==> src/rtl/mega_alu_wb_if.sv <==
// Result bus between the ALU stage and the write-back stage, plus the
// register-file write port and architectural SREG driven back upstream.
interface mega_alu_wb_if;
  localparam int unsigned AW = 5;
  localparam int unsigned DW = 8;
  localparam int unsigned RW = 16;

  logic          in_valid;
  logic          in_ready;
  logic [AW-1:0] in_rda;
  logic [RW-1:0] in_R;
  logic          in_wide;
  logic          in_rf_we;
  logic [DW-1:0] in_sreg;
  logic          in_sreg_we;
  logic          io_sreg_we;
  logic [DW-1:0] io_sreg_data;
  logic          rf_we;
  logic [AW-1:0] rf_addr;
  logic [DW-1:0] rf_data;
  logic [DW-1:0] sreg;
  logic          done;

  // Upstream side: presents results, observes the write-back stage.
  modport master (
    output in_valid, in_rda, in_R, in_wide, in_rf_we, in_sreg, in_sreg_we,
           io_sreg_we, io_sreg_data,
    input  in_ready, rf_we, rf_addr, rf_data, sreg, done
  );

  // Write-back stage side.
  modport slave (
    input  in_valid, in_rda, in_R, in_wide, in_rf_we, in_sreg, in_sreg_we,
           io_sreg_we, io_sreg_data,
    output in_ready, rf_we, rf_addr, rf_data, sreg, done
  );
endinterface

==> src/rtl/mega_alu_wb.sv <==
// ALU write-back stage: retires one ALU result per transaction as one or two
// register-file byte writes and owns the architectural SREG.
module mega_alu_wb #(
  parameter logic [7:0] SREG_INIT  = 8'h00,
  parameter bit         WIDE_ALIGN = 1'b1
) (
  input  logic          clk,
  input  logic          rst,
  mega_alu_wb_if.slave  bus
);
  localparam int unsigned AW = 5;
  localparam int unsigned DW = 8;

  typedef enum logic [1:0] {IDLE, WR_LO, WR_HI} state_t;

  state_t        r_state, w_state_nxt;
  logic          r_ready, w_ready_nxt;
  logic          r_rf_we, w_rf_we_nxt;
  logic [AW-1:0] r_rf_addr, w_rf_addr_nxt;
  logic [DW-1:0] r_rf_data, w_rf_data_nxt;
  logic          r_done, w_done_nxt;
  logic [DW-1:0] r_sreg, w_sreg_nxt;
  logic [DW-1:0] r_hi, w_hi_nxt;
  logic          r_wide, w_wide_nxt;
  logic          w_accept;

  assign w_accept = bus.in_valid && (r_state == IDLE);

  // Next-state and next-output decode; outputs are registered one edge later.
  always_comb begin
    w_state_nxt   = r_state;
    w_rf_we_nxt   = 1'b0;
    w_rf_addr_nxt = r_rf_addr;
    w_rf_data_nxt = r_rf_data;
    w_done_nxt    = 1'b0;
    w_hi_nxt      = r_hi;
    w_wide_nxt    = r_wide;
    unique case (r_state)
      IDLE: begin
        if (w_accept) begin
          w_hi_nxt   = bus.in_R[15:8];
          w_wide_nxt = bus.in_wide;
          if (bus.in_rf_we) begin
            w_state_nxt   = WR_LO;
            w_rf_we_nxt   = 1'b1;
            w_rf_addr_nxt = (bus.in_wide && WIDE_ALIGN) ? {bus.in_rda[4:1], 1'b0}
                                                       : bus.in_rda;
            w_rf_data_nxt = bus.in_R[7:0];
            w_done_nxt    = !bus.in_wide;
          end else begin
            w_done_nxt = 1'b1;
          end
        end
      end
      WR_LO: begin
        if (r_wide) begin
          w_state_nxt   = WR_HI;
          w_rf_we_nxt   = 1'b1;
          w_rf_addr_nxt = AW'(r_rf_addr + AW'(1));
          w_rf_data_nxt = r_hi;
          w_done_nxt    = 1'b1;
        end else begin
          w_state_nxt = IDLE;
        end
      end
      WR_HI:   w_state_nxt = IDLE;
      default: w_state_nxt = IDLE;
    endcase
    w_ready_nxt = (w_state_nxt == IDLE);
  end

  // SREG: a direct I/O write overrides a simultaneous ALU flag commit.
  always_comb begin
    w_sreg_nxt = r_sreg;
    if (bus.io_sreg_we) begin
      w_sreg_nxt = bus.io_sreg_data;
    end else if (w_accept && bus.in_sreg_we) begin
      w_sreg_nxt = bus.in_sreg;
    end
  end

  // State and output registers; reset drops any pending byte write.
  always_ff @(posedge clk or posedge rst) begin
    if (rst) begin
      r_state   <= IDLE;
      r_ready   <= 1'b1;
      r_rf_we   <= 1'b0;
      r_rf_addr <= '0;
      r_rf_data <= '0;
      r_done    <= 1'b0;
      r_sreg    <= SREG_INIT;
      r_hi      <= '0;
      r_wide    <= 1'b0;
    end else begin
      r_state   <= w_state_nxt;
      r_ready   <= w_ready_nxt;
      r_rf_we   <= w_rf_we_nxt;
      r_rf_addr <= w_rf_addr_nxt;
      r_rf_data <= w_rf_data_nxt;
      r_done    <= w_done_nxt;
      r_sreg    <= w_sreg_nxt;
      r_hi      <= w_hi_nxt;
      r_wide    <= w_wide_nxt;
    end
  end

  assign bus.in_ready = r_ready;
  assign bus.rf_we    = r_rf_we;
  assign bus.rf_addr  = r_rf_addr;
  assign bus.rf_data  = r_rf_data;
  assign bus.done     = r_done;
  assign bus.sreg     = r_sreg;
endmodule

==> src/flat_wrapper.sv <==
// flat-port wrapper written by rule: the top's interface ports become plain ports
module mega_alu_wb_flat 
#(
  parameter logic [7:0] SREG_INIT  = 8'h00,
  parameter bit         WIDE_ALIGN = 1'b1
)
  (clk, rst, bus_in_valid, bus_in_rda, bus_in_R, bus_in_wide, bus_in_rf_we, bus_in_sreg, bus_in_sreg_we, bus_io_sreg_we, bus_io_sreg_data, bus_in_ready, bus_rf_we, bus_rf_addr, bus_rf_data, bus_sreg, bus_done);
  mega_alu_wb_if bus_i ();
  input  logic clk;
  input  logic rst;
  input wire logic [$bits(bus_i.in_valid)-1:0] bus_in_valid;
  input wire logic [$bits(bus_i.in_rda)-1:0] bus_in_rda;
  input wire logic [$bits(bus_i.in_R)-1:0] bus_in_R;
  input wire logic [$bits(bus_i.in_wide)-1:0] bus_in_wide;
  input wire logic [$bits(bus_i.in_rf_we)-1:0] bus_in_rf_we;
  input wire logic [$bits(bus_i.in_sreg)-1:0] bus_in_sreg;
  input wire logic [$bits(bus_i.in_sreg_we)-1:0] bus_in_sreg_we;
  input wire logic [$bits(bus_i.io_sreg_we)-1:0] bus_io_sreg_we;
  input wire logic [$bits(bus_i.io_sreg_data)-1:0] bus_io_sreg_data;
  output wire logic [$bits(bus_i.in_ready)-1:0] bus_in_ready;
  output wire logic [$bits(bus_i.rf_we)-1:0] bus_rf_we;
  output wire logic [$bits(bus_i.rf_addr)-1:0] bus_rf_addr;
  output wire logic [$bits(bus_i.rf_data)-1:0] bus_rf_data;
  output wire logic [$bits(bus_i.sreg)-1:0] bus_sreg;
  output wire logic [$bits(bus_i.done)-1:0] bus_done;
  assign bus_i.in_valid = bus_in_valid;
  assign bus_i.in_rda = bus_in_rda;
  assign bus_i.in_R = bus_in_R;
  assign bus_i.in_wide = bus_in_wide;
  assign bus_i.in_rf_we = bus_in_rf_we;
  assign bus_i.in_sreg = bus_in_sreg;
  assign bus_i.in_sreg_we = bus_in_sreg_we;
  assign bus_i.io_sreg_we = bus_io_sreg_we;
  assign bus_i.io_sreg_data = bus_io_sreg_data;
  assign bus_in_ready = bus_i.in_ready;
  assign bus_rf_we = bus_i.rf_we;
  assign bus_rf_addr = bus_i.rf_addr;
  assign bus_rf_data = bus_i.rf_data;
  assign bus_sreg = bus_i.sreg;
  assign bus_done = bus_i.done;
  mega_alu_wb #(.SREG_INIT(SREG_INIT), .WIDE_ALIGN(WIDE_ALIGN)) u_core (.clk(clk), .rst(rst), .bus(bus_i));
endmodule
==> config.mk <==
export PLATFORM = sky130hd
export DESIGN_NAME = mega_alu_wb_flat
export DESIGN_NICKNAME = d
export VERILOG_FILES = /design/src/rtl/mega_alu_wb_if.sv /design/src/rtl/mega_alu_wb.sv /design/src/flat_wrapper.sv
export SDC_FILE = /design/constraint.sdc
export NUM_CORES = 1
export LEC_CHECK = 0
export ABC_AREA = 1
export BUFFER_PORTS_ARGS = -buffer_cell sky130_fd_sc_hd__buf_2
export CAP_MARGIN = 30
export CORE_MARGIN = 2
export CORE_UTILIZATION = 43
export CTS_CLUSTER_SIZE = 12
export DETAILED_ROUTE_END_ITERATION = 8
export GPL_ROUTABILITY_DRIVEN = 0
export PLACE_DENSITY = 0.75
export SLEW_MARGIN = 30
export SYNTH_ARGS = -nofsm -noshare
export SYNTH_HDL_FRONTEND = slang
export SYNTH_SLANG_ARGS = --single-unit
==> constraint.sdc <==
create_clock -name clk -period 1.2 [get_ports clk]
set_input_delay 0.24 -clock clk [delete_from_list [all_inputs] [get_ports clk]]
set_output_delay 0.24 -clock clk [all_outputs]
set_load 0.01 [all_outputs]
# Word level (Yosys, flattened, before mapping)
# Cells that the tools add are included.
dict set report word_totals {
  reg_bits 35
  inputBits 44
  output_inout_bits 24
  wordCells 45
}
dict set report op_classes {
  addsub 1
  eq_ne 4
  mux 22
  n_reduce_logical 9
}
# op n
set ops {}
lappend ops {{8-bit 2-to-1 mux} 5}
lappend ops {{8-bit case mux with 2 select lines} 1}
lappend ops {{5-bit 2-to-1 mux} 3}
lappend ops {{5-bit case mux with 2 select lines} 1}
lappend ops {{1-bit 2-to-1 mux} 6}
lappend ops {{2-bit 2-to-1 mux} 3}
lappend ops {{5-bit by 1-bit adder with 5-bit output, second input constant} 1}
lappend ops {{2-bit logical NOT} 2}
lappend ops {{2-bit by 1-bit != test with 1-bit output, second input constant} 2}
lappend ops {{1-bit case mux with 2 select lines} 2}
lappend ops {{2-bit case mux with 2 select lines} 1}
lappend ops {{4-bit AND reduction} 1}
lappend ops {{2-bit nonzero test} 2}
lappend ops {{2-bit by 1-bit == test with 1-bit output, second input constant} 1}
lappend ops {{1-bit logical AND} 2}
lappend ops {{2-bit != test, second input constant} 1}
lappend ops {{2-bit AND reduction} 1}
lappend ops {{1-bit logical NOT} 1}

# Logic depth before layout (Yosys ltp)
# Gate-level depths: netlist of the first run.
dict set report logic_depth {
  ltp_word 5
  depth_mapped 8
}

# Worst setup path after synthesis of the first run
# Ideal clock, no wire load.
dict set report synth_path {
  kind {reg-to-reg}
  from {register u_core.r_state[0]}
  to {register u_core.r_rf_addr[1], in the netlist u_core.bus.rf_addr[1]}
  setup_ns 0.117
  arrival_time_ns 1.052
  t_required_ns 1.083
  slack_ns 0.031
  stages_incl_launch_ff 8
  n_path_buf 1
  cell_sequence {dfrtp_1 nor2_1 nand2_1 nand2_2 inv_2 buf_6 nand2_1 nand2_1}
}
dict set report synth_between {
  elab_chain_len 4
  elab_cells_between_ends 9
}
# element line_no
set synth_rtl {}
lappend synth_rtl {{start, declared} mega_alu_wb.sv:16} ;# state_t r_state, w_state_nxt;
lappend synth_rtl {{start signal, assigned} mega_alu_wb.sv:95} ;# r_state <= w_state_nxt;
lappend synth_rtl {{2-bit logical NOT} {mega_alu_wb.sv:27, mega_alu_wb.sv:38}}
lappend synth_rtl {{1-bit logical AND} mega_alu_wb.sv:27} ;# assign w_accept = bus.in_valid && (r_state == IDLE);
lappend synth_rtl {{2-bit by 1-bit != test with 1-bit output (no line)} -}
lappend synth_rtl {{4-bit AND reduction (no line)} -}
lappend synth_rtl {{end signal, assigned} mega_alu_wb.sv:98} ;# r_rf_addr <= w_rf_addr_nxt;
lappend synth_rtl {{end, declared} mega_alu_wb.sv:19} ;# logic [AW-1:0] r_rf_addr, w_rf_addr_nxt;
# Several ways; a longest one is shown, not always the timed one.
# A chain may end at the register's enable or synchronous reset.

# Final worst setup path of the first run
dict set report layout_path {
  from {register u_core.r_rf_addr[2], in the netlist u_core.bus.rf_addr[2]}
  to {output port bus_rf_addr[2]}
}
# element line_no
set layout_rtl {}
lappend layout_rtl {{end, declared} flat_wrapper.sv:22} ;# output wire logic [$bits(bus_i.rf_addr)-1:0] bus_rf_addr;
# No word-level cell between the ends.

==> qor.yml, run 1 <==
num_vias: 1618
ir_drop_uv: 606
io_pins: 68
max_stage_delay_ns: 0.47
post-route-drc-count: 0
diodes: 0
rows: 22
required_ns: 0.96
total_power_mw: 3.20
syn_nets: 267
crit_family: "flip-flops"
final_cells: 355
powerDensity_nw_per_um2: 1380
cts_buffers: 5
cts_tree: "done"
crit_fanout: 8
crit_chain: "buf_2"
dp.cells: 344
min_path_type: "input pin to flip-flop"
cap_violations: 0
cts.sinks: 35
tightest_slew_ns: 0.230
port_buffers: 67
die_h_um: 66.4
status: "finished, final reports clean"
postSynthCellCount: 222
min_period_ns: 1.17
slew_viol_final: 0
maxSlewHeadroom_pct: 84.7
core_region_area_um2: 3690
via_per_inst: 4.56
setup_viol: 0
final_cell_mix: "nand2_1 (121), buf_2 (66), dfrtp_1 (33), nand3_1 (14), inv_1 (13)"
final_common_cell: "nand2_1"
fin_util_pct: 63.0
cp_num_buf_inv: 1
drive_gt1_share_pct: 33.6
cts-root-buf: "clkbuf_8"
end_kind: "primary output"
p_leak_nw: 1.36
synth.distinct_cells: 18
arrival_ns: 0.93
wl_per_cell_um: 10.6
antenna_found_initial: 0
dieWidth_um: 66.4
cp-start-kind: "flip-flop"
nNetsFinal: 351
grt_use_total_pct: 19.2
rsz0062_at_grt: "yes"
synth_seq_cells: 35
min_period_over_period_pct: 97.1
grt_first_pass_wirelength_um: 6370
htreeDepth: 2
ctsLongestPathBuffers: 2
finalClockSkew_ns: 0.00330
drtIter0Drc: 103
wl_um: 3750
place_hpwl_um: 2850
dr.pass1.iters: 4
grt_pass1_vias: 1516
grt_max_degree: 36
syn_area_per_cell_um2: 7.53
fmax_mhz: 858
syn2layout_area_growth_pct: 39.1
die_area_um2: 4400
syn_area_um2: 1670
hold_viol_final: 0
yosysWarnings: 0
yosysSeqAreaShare_pct: 52.5
overflow: 0
ant_nets: 0
clkTransAtPathRegs_ns: 0.07
critical_path_class: "flip-flop to primary output"
clk_latency_ns: 0.28
initial_core_util_pct: 45.3
critical_path.slowest_cell: "dfrtp_1"
-- what timing repair did --
action | 4_1_cts | 5_1_grt
pin swaps | 0 | 2
hold buffers | 1 | 0
setup buffers | 0 | 2
endpoints found under the setup margin | 13 | 29
endpoints found under the hold margin | 24 | 0
resized for setup | 5 | 17
-- metrics by stage --
step           setup WS [ns]  area, µm²  hold WS [ns]  setup TNS [ns]
3_5_place_dp         -0.0337       2140         0.305          -0.283
2_1_floorplan         0.0311       1670         0.350               0
6_report              0.0343       2320         0.147               0
3_3_place_gp        -0.00763       2140         0.293         -0.0308
5_1_grt              -0.0425       2320         0.150          -0.219
4_1_cts              0.00146       2240         0.138               0
-- cells by family after synthesis --
| kind of cell | Yosys count | synth area share [%] |
|---|---|---|
| fa+ha+maj | 1 | 0.748 |
| buf+inv | 23 | 6.29 |
| simple gates | 148 | 36.0 |
| flops | 35 | 52.5 |
| compound gates | 15 | 4.49 |
-- per-layer routing --
metal / wire [µm] / global-route usage [%] / vias to the layer above
met5: 0 / 0 / -
met3: 251 / 4.43 / 10
met4: 100 / 10.7 / 0
met1: 1540 / 22.5 / 702
met2: 1860 / 32.3 / 53
li1: - / - / 853
-- area by class of cell --
class	count	area, µm²
Fill cell	363	1360
Sequential cell	35	878
Multi-Input combinational cell	164	744
Timing Repair Buffer	83	492
Clock buffer	7	76.3
Inverter	17	68.8
Tap cell	48	60.1
Clock inverter	1	5.00
-- flip-flops by register name (all words and copies together) (netlist names) --
| name | flops |
|---|---|
| u_core.bus.rf_data | 8 |
| u_core.r_state | 2 |
| u_core.r_wide | 1 |
| u_core.bus.done | 1 |
| u_core.bus.sreg | 8 |
| u_core.bus.rf_we | 1 |
| u_core.r_hi | 8 |
| u_core.bus.in_ready | 1 |
| u_core.bus.rf_addr | 5 |
-- tightest hold or removal path, delay by kind of cell --
family	cells	cell delay (ns)
buffers and inverters	1	0.07
AND/OR/NAND/NOR	2	0.08
-- synthesized netlist by cell type --
cell,count,area (µm²)
nand2_1,123,462
dfrtp_1,34,851
nand3_1,15,75.1
inv_1,14,52.6
o21ai_0,11,55.1
a21oi_1,4,20.0
buf_2,3,15.0
nor2_1,3,11.3
buf_4,2,15.0
inv_2,2,7.51
nand2_2,2,12.5
nand2_4,2,22.5
nand4_1,2,12.5
buf_6,1,11.3
clkinv_1,1,3.75
dfstp_2,1,26.3
ha_1,1,12.5
or2_2,1,6.26
-- final timing paths --
check	startpoint	to	slack (ns)	cells after the start
worst min register to register	u_core.bus.rf_data[2]	u_core.bus.rf_data[2]	0.47	2
max in group asynchronous	rst	u_core.bus.in_ready	0.39	4
min in group asynchronous	rst	u_core.bus.sreg[5]	0.56	4
worst min-delay path	bus_in_R[9]	u_core.r_hi[1]	0.15	3
worst max-delay path	u_core.bus.rf_addr[2]	bus_rf_addr[2]	0.03	1
worst max register to register	u_core.r_state[1]	u_core.bus.rf_addr[2]	0.05	6
-- report_power, final --
| group | switching (mW) | internal [mW] |
|---|---|---|
| registers | 0.132 | 1.39 |
| logic | 0.478 | 0.410 |
| clock network | 0.392 | 0.407 |
Note: power is estimated with default switching activity, not from simulation.
==> run 2: changes to the inputs <==
==> constraint.sdc (replaced) <==
create_clock -name clk -period 1.2 [get_ports clk]
set_input_delay 0.12 -clock clk [delete_from_list [all_inputs] [get_ports clk]]
set_output_delay 0.12 -clock clk [all_outputs]
set_load 0.01 [all_outputs]
==> run 2 against run 1 <==
Maximum frequency up 4.7%. Critical path depth is 4 higher. Via count fell by 0.49%. Sequential power about the same. Clock skew rose by 0.0021 ns. Setup slack better by 0.052 ns. Hold slack worse by 0.12 ns. Clock power barely moved. Sequential share of layout area increased by 0.98 points. Critical endpoint is now u_core.bus.rf_addr[2].
==> qor.yml, run 2 (synthesis gave the netlist of run 1 again) <==
diodes: 0
rows: 22
grt_use_total_pct: 19.6
setup_tns_ns: 0
core_region_area_um2: 3690
finalClockSkew_ns: 0.00544
post-route-drc-count: 0
port_buffers: 67
rsz0062_at_grt: "yes"
crit_fanout: 8
powerDensity_nw_per_um2: 1390
slew_viol_final: 0
critical_path_class: "flip-flop to flip-flop"
overflow: 0
setup_viol: 0
drtIter0Drc: 113
fmax_mhz: 898
ir_drop_uv: 608
num_vias: 1610
arrival_ns: 1.29
p_leak_nw: 1.35
min_period_over_period_pct: 92.8
ant_nets: 0
fin_util_pct: 61.4
syn2layout_area_growth_pct: 35.6
via_per_inst: 4.57
final_common_cell: "nand2_1"
nNetsFinal: 348
cts_buffers: 5
cap_violations: 0
ff2ff_path_depth: 5
hold_viol_final: 0
placed_area_um2: 2130
hold_depth: 3
critical_path.slowest_cell: "dfrtp_1"
min_path_type: "input pin to flip-flop"
fin_hold_ws_ns: 0.0272
holdCritStartpoint: "bus_in_R[9]"
antenna_found_initial: 0
min_to: "u_core.r_hi[1]"
required_ns: 1.38
initial_core_util_pct: 45.3
min_period_ns: 1.11
cts.sinks: 35
wl_um: 3680
place_hpwl_um: 2770
cp-start-kind: "flip-flop"
tightest_slew_ns: 0.217
dieWidth_um: 66.4
grt_first_pass_wirelength_um: 6500
end_kind: "flip-flop"
wl_per_cell_um: 10.5
io_pins: 68
timing.rr.end: "u_core.bus.rf_addr[2]"
max_stage_delay_ns: 0.41
rr_startpoint: "u_core.r_state[1]"
drive_gt1_share_pct: 32.6
clk_latency_ns: 0.28
design_area_um2: 2270
htreeDepth: 2
final_cell_mix: "nand2_1 (121), buf_2 (67), dfrtp_1 (33), nand3_1 (14), inv_1 (13)"
r2r_setup_slack_ns: 0.09
crit_chain: "nor2_1, buf_4, o21ai_0, nand3_1, nand2_1"
die_area_um2: 4400
cts-root-buf: "clkbuf_8"
grt_pass1_vias: 1519
grt_max_degree: 36
status: "finished, final reports clean"
dr.pass1.iters: 4
clkTransAtPathRegs_ns: 0.07
die_h_um: 66.4
cts_tree: "done"
ctsLongestPathBuffers: 2
maxSlewHeadroom_pct: 85.5
run 2: cell count changes in the layout (fill, tap and decap cells not counted):
| cell | delta |
|---|---|
| buf_6 | -5 |
| nand2_4 | +2 |
| nand2_8 | -2 |
| buf_12 | +1 |
| buf_2 | +1 |
| inv_2 | +1 |
| inv_4 | -1 |
| nor2_1 | +1 |
| nor2_4 | -1 |
run 2: worst max path at each step:
| stage | from | to | slack (ns) | cells after the start |
|---|---|---|---|---|
| floorplan | u_core.r_state[0] | u_core.bus.rf_addr[1] | 0.03 | 7 |
| global placement | u_core.r_state[0] | u_core.bus.rf_data[5] | -0.01 | 6 |
| detailed placement | u_core.r_state[1] | u_core.bus.rf_data[4] | -0.04 | 6 |
| CTS | u_core.r_state[0] | u_core.bus.rf_addr[2] | 0.02 | 6 |
| global route | u_core.r_state[0] | u_core.bus.sreg[7] | -0.03 | 7 |
| finish | u_core.r_state[1] | u_core.bus.rf_addr[2] | 0.09 | 5 |
run 2: critical path: cells and delay by family (launching register included):
kind / cells / cell delay [ns]
compound gates: 1 / 0.09
buf+inv: 1 / 0.20
flops: 1 / 0.41
simple gates: 3 / 0.31
run 2: layer usage:
layer  vias up  track usage [%]  routed length, µm
li1        846                -                  -
met1       704             23.4               1580
met2        53             32.6               1740
met5         -                0                  0
met3         7             6.30                291
met4         0             7.65                 68
run 2: final cells by class:
type / instances / area (µm²)
clock buffers: 7 / 76.3
clock inverters: 1 / 5.00
fillers: 360 / 1420
inverters: 17 / 66.3
multi-input cells: 164 / 719
flip-flops and latches: 35 / 878
well taps: 48 / 60.1
repair buffers: 80 / 460
run 2: where the power goes:
group | total, mW | internal [mW] | switching (mW)
Sequential | 1.51 | 1.39 | 0.127
Combinational | 0.841 | 0.373 | 0.468
Clock | 0.798 | 0.407 | 0.391
Total | 3.15 | 2.17 | 0.986
run 2: metrics by stage:
step                      cells  worst slack (ns)  power [mW]
after floorplan             222            0.0311        1.98
after detailed placement    342           -0.0413        2.35
after global placement      342           -0.0112        2.33
after global routing        352           -0.0331        3.40
after CTS                   351            0.0194        3.18
final                       352            0.0868        3.15
run 2: what timing repair did:
item	CTS	global route
hold endpoints to repair	34	0
setup buffers	0	1
hold buffers	1	0
endpoints found under the setup margin	13	21
pin swaps	0	1
gates resized for setup	5	7
==> run 3: changes to the inputs <==
- CORE_UTILIZATION: 43 -> 51
- PLACE_DENSITY: 0.75 -> 0.84
- RECOVER_POWER: unset -> 50
- clock period: 1.2 -> 1.35 ns (I/O delays scaled with it)
==> run 3 against run 2 <==
Global-route usage grew 2.6 points. Maximum frequency shrank 9.6%. First-iteration DRC count shrank 35%. Largest cell class unchanged. Clock skew grew 0.0047 ns. Via count grew 2.0%. Die area shrank 15%.
==> qor.yml, run 3 (synthesis gave the netlist of run 1 again) <==
min_period_over_period_pct: 91.2
dieWidth_um: 61.3
io_pins: 68
via_per_inst: 4.71
post_cts_buffers: 0
core_region_area_um2: 3080
cap_violations: 0
rows: 20
port_buffers: 67
grt_pass1_vias: 1494
switchingPower_mw: 0.859
die_h_um: 61.3
num_vias: 1643
drtIter0Drc: 73
crit_chain: "nor2_2, nand2_1, nand2_2, inv_2, nand2_1, nand2_1"
ant_nets: 0
place_hpwl_um: 2850
cp-start-kind: "flip-flop"
min_period_ns: 1.23
p_int_mw: 1.92
pwr-share-seq_pct: 48.7
path_common_cell: "nand2_1"
required_ns: 1.59
pwr-share-comb_pct: 25.1
slew_viol_final: 0
fmax_mhz: 812
initial_core_util_pct: 54.3
end_kind: "flip-flop"
r2r_setup_slack_ns: 0.12
status: "finished, final reports clean"
ctsLongestPathBuffers: 2
htreeDepth: 2
min_path_type: "input pin to flip-flop"
syn2layout_area_growth_pct: 33.2
powerDensity_nw_per_um2: 1250
die_area_um2: 3750
drive_gt1_share_pct: 26.9
pwr-share-clk_pct: 26.2
setup_tns_ns: 0
overflow: 0
cts_tree: "done"
final_cells: 349
swShare_pct: 30.9
nNetsFinal: 349
clkTransAtPathRegs_ns: 0.10
grt_max_degree: 36
dr.pass1.iters: 4
cts.sinks: 35
ir_drop_uv: 544
dp.cells: 334
final_cell_mix: "nand2_1 (122), buf_2 (57), dfrtp_1 (33), inv_1 (14), nand3_1 (14)"
wl_um: 3740
crit_fanout: 14
cts_buffers: 5
n_fill_cell: 285
arrival_ns: 1.47
final_common_cell: "nand2_1"
post-route-drc-count: 0
finalClockSkew_ns: 0.0102
critical_path.slowest_cell: "dfrtp_2"
fin_util_pct: 72.4
wl_per_cell_um: 10.7
maxSlewHeadroom_pct: 45.4
placed_area_um2: 2090
diodes: 0
tightest_slew_ns: 0.820
max_stage_delay_ns: 0.46
cts-root-buf: "clkbuf_4"
grt_use_total_pct: 22.2
critical_path_class: "flip-flop to flip-flop"
hold_viol_final: 0
grt_first_pass_wirelength_um: 6090
design_area_um2: 2230
clk_latency_ns: 0.35
fin_hold_ws_ns: 0.00497
antenna_found_initial: 0
setup_viol: 0
rsz0062_at_grt: "no"
p_leak_nw: 1.30
[run 3: worst max-delay path: cells and delay by family (launching register included)]
| family | cells | cell delay [ns] |
|---|---|---|
| simple gates | 5 | 0.55 |
| buf+inv | 1 | 0.12 |
| flops | 1 | 0.46 |
[run 3: power groups by stage]
stage / combinational, mW / sequential [mW] / clock (mW)
6_report: 0.697 / 1.35 / 0.728
5_1_grt: 0.798 / 1.38 / 0.777
4_1_cts: 0.719 / 1.35 / 0.737
3_5_place_dp: 0.702 / 1.37 / 0
3_3_place_gp: 0.678 / 1.36 / 0
2_1_floorplan: 0.334 / 1.43 / 0
[run 3: what timing repair did]
action	CTS	global route
endpoints found under the setup margin	0	15
gates resized for setup	0	4
hold buffers	7	0
endpoints found under the hold margin	40	0
[run 3: metal layers]
layer	vias up	part of all wire, %	track usage, %
met5	-	0	0
met2	64	50	39.1
met1	720	42	25.8
li1	849	-	-
met4	0	2.4	11.2
met3	10	5.3	4.20
[run 3: area by class of cell]
cell class | instances | area [µm²] | area share (%)
flip-flops and latches | 35 | 878 | 39.4
clock buffers | 7 | 45.0 | 2.02
clock inverters | 1 | 30.0 | 1.35
repair buffers | 81 | 455 | 20.4
well taps | 44 | 55.1 | 2.47
inverters | 17 | 63.8 | 2.87
multi-input cells | 164 | 699 | 31.4
[run 3: metrics by stage]
stage	total power, mW	setup slack [ns]
final	2.78	0.119
after global routing	2.95	0.0118
after CTS	2.80	0.0807
after detailed placement	2.07	0.102
after global placement	2.04	0.148
after floorplan	1.76	0.181
[run 3: path summary, 6_finish.rpt]
| path | startpoint | end | cells past startpoint |
|---|---|---|---|
| min in group asynchronous | rst | u_core.bus.rf_addr[4] | 4 |
| max reg2reg | u_core.r_state[0] | u_core.bus.rf_data[2] | 6 |
| max | u_core.r_state[0] | u_core.bus.rf_data[2] | 6 |
| max in group asynchronous | rst | u_core.r_state[0] | 4 |
| min | bus_in_R[8] | u_core.r_hi[0] | 3 |
| min reg2reg | u_core.bus.rf_data[0] | u_core.bus.rf_data[0] | 2 |
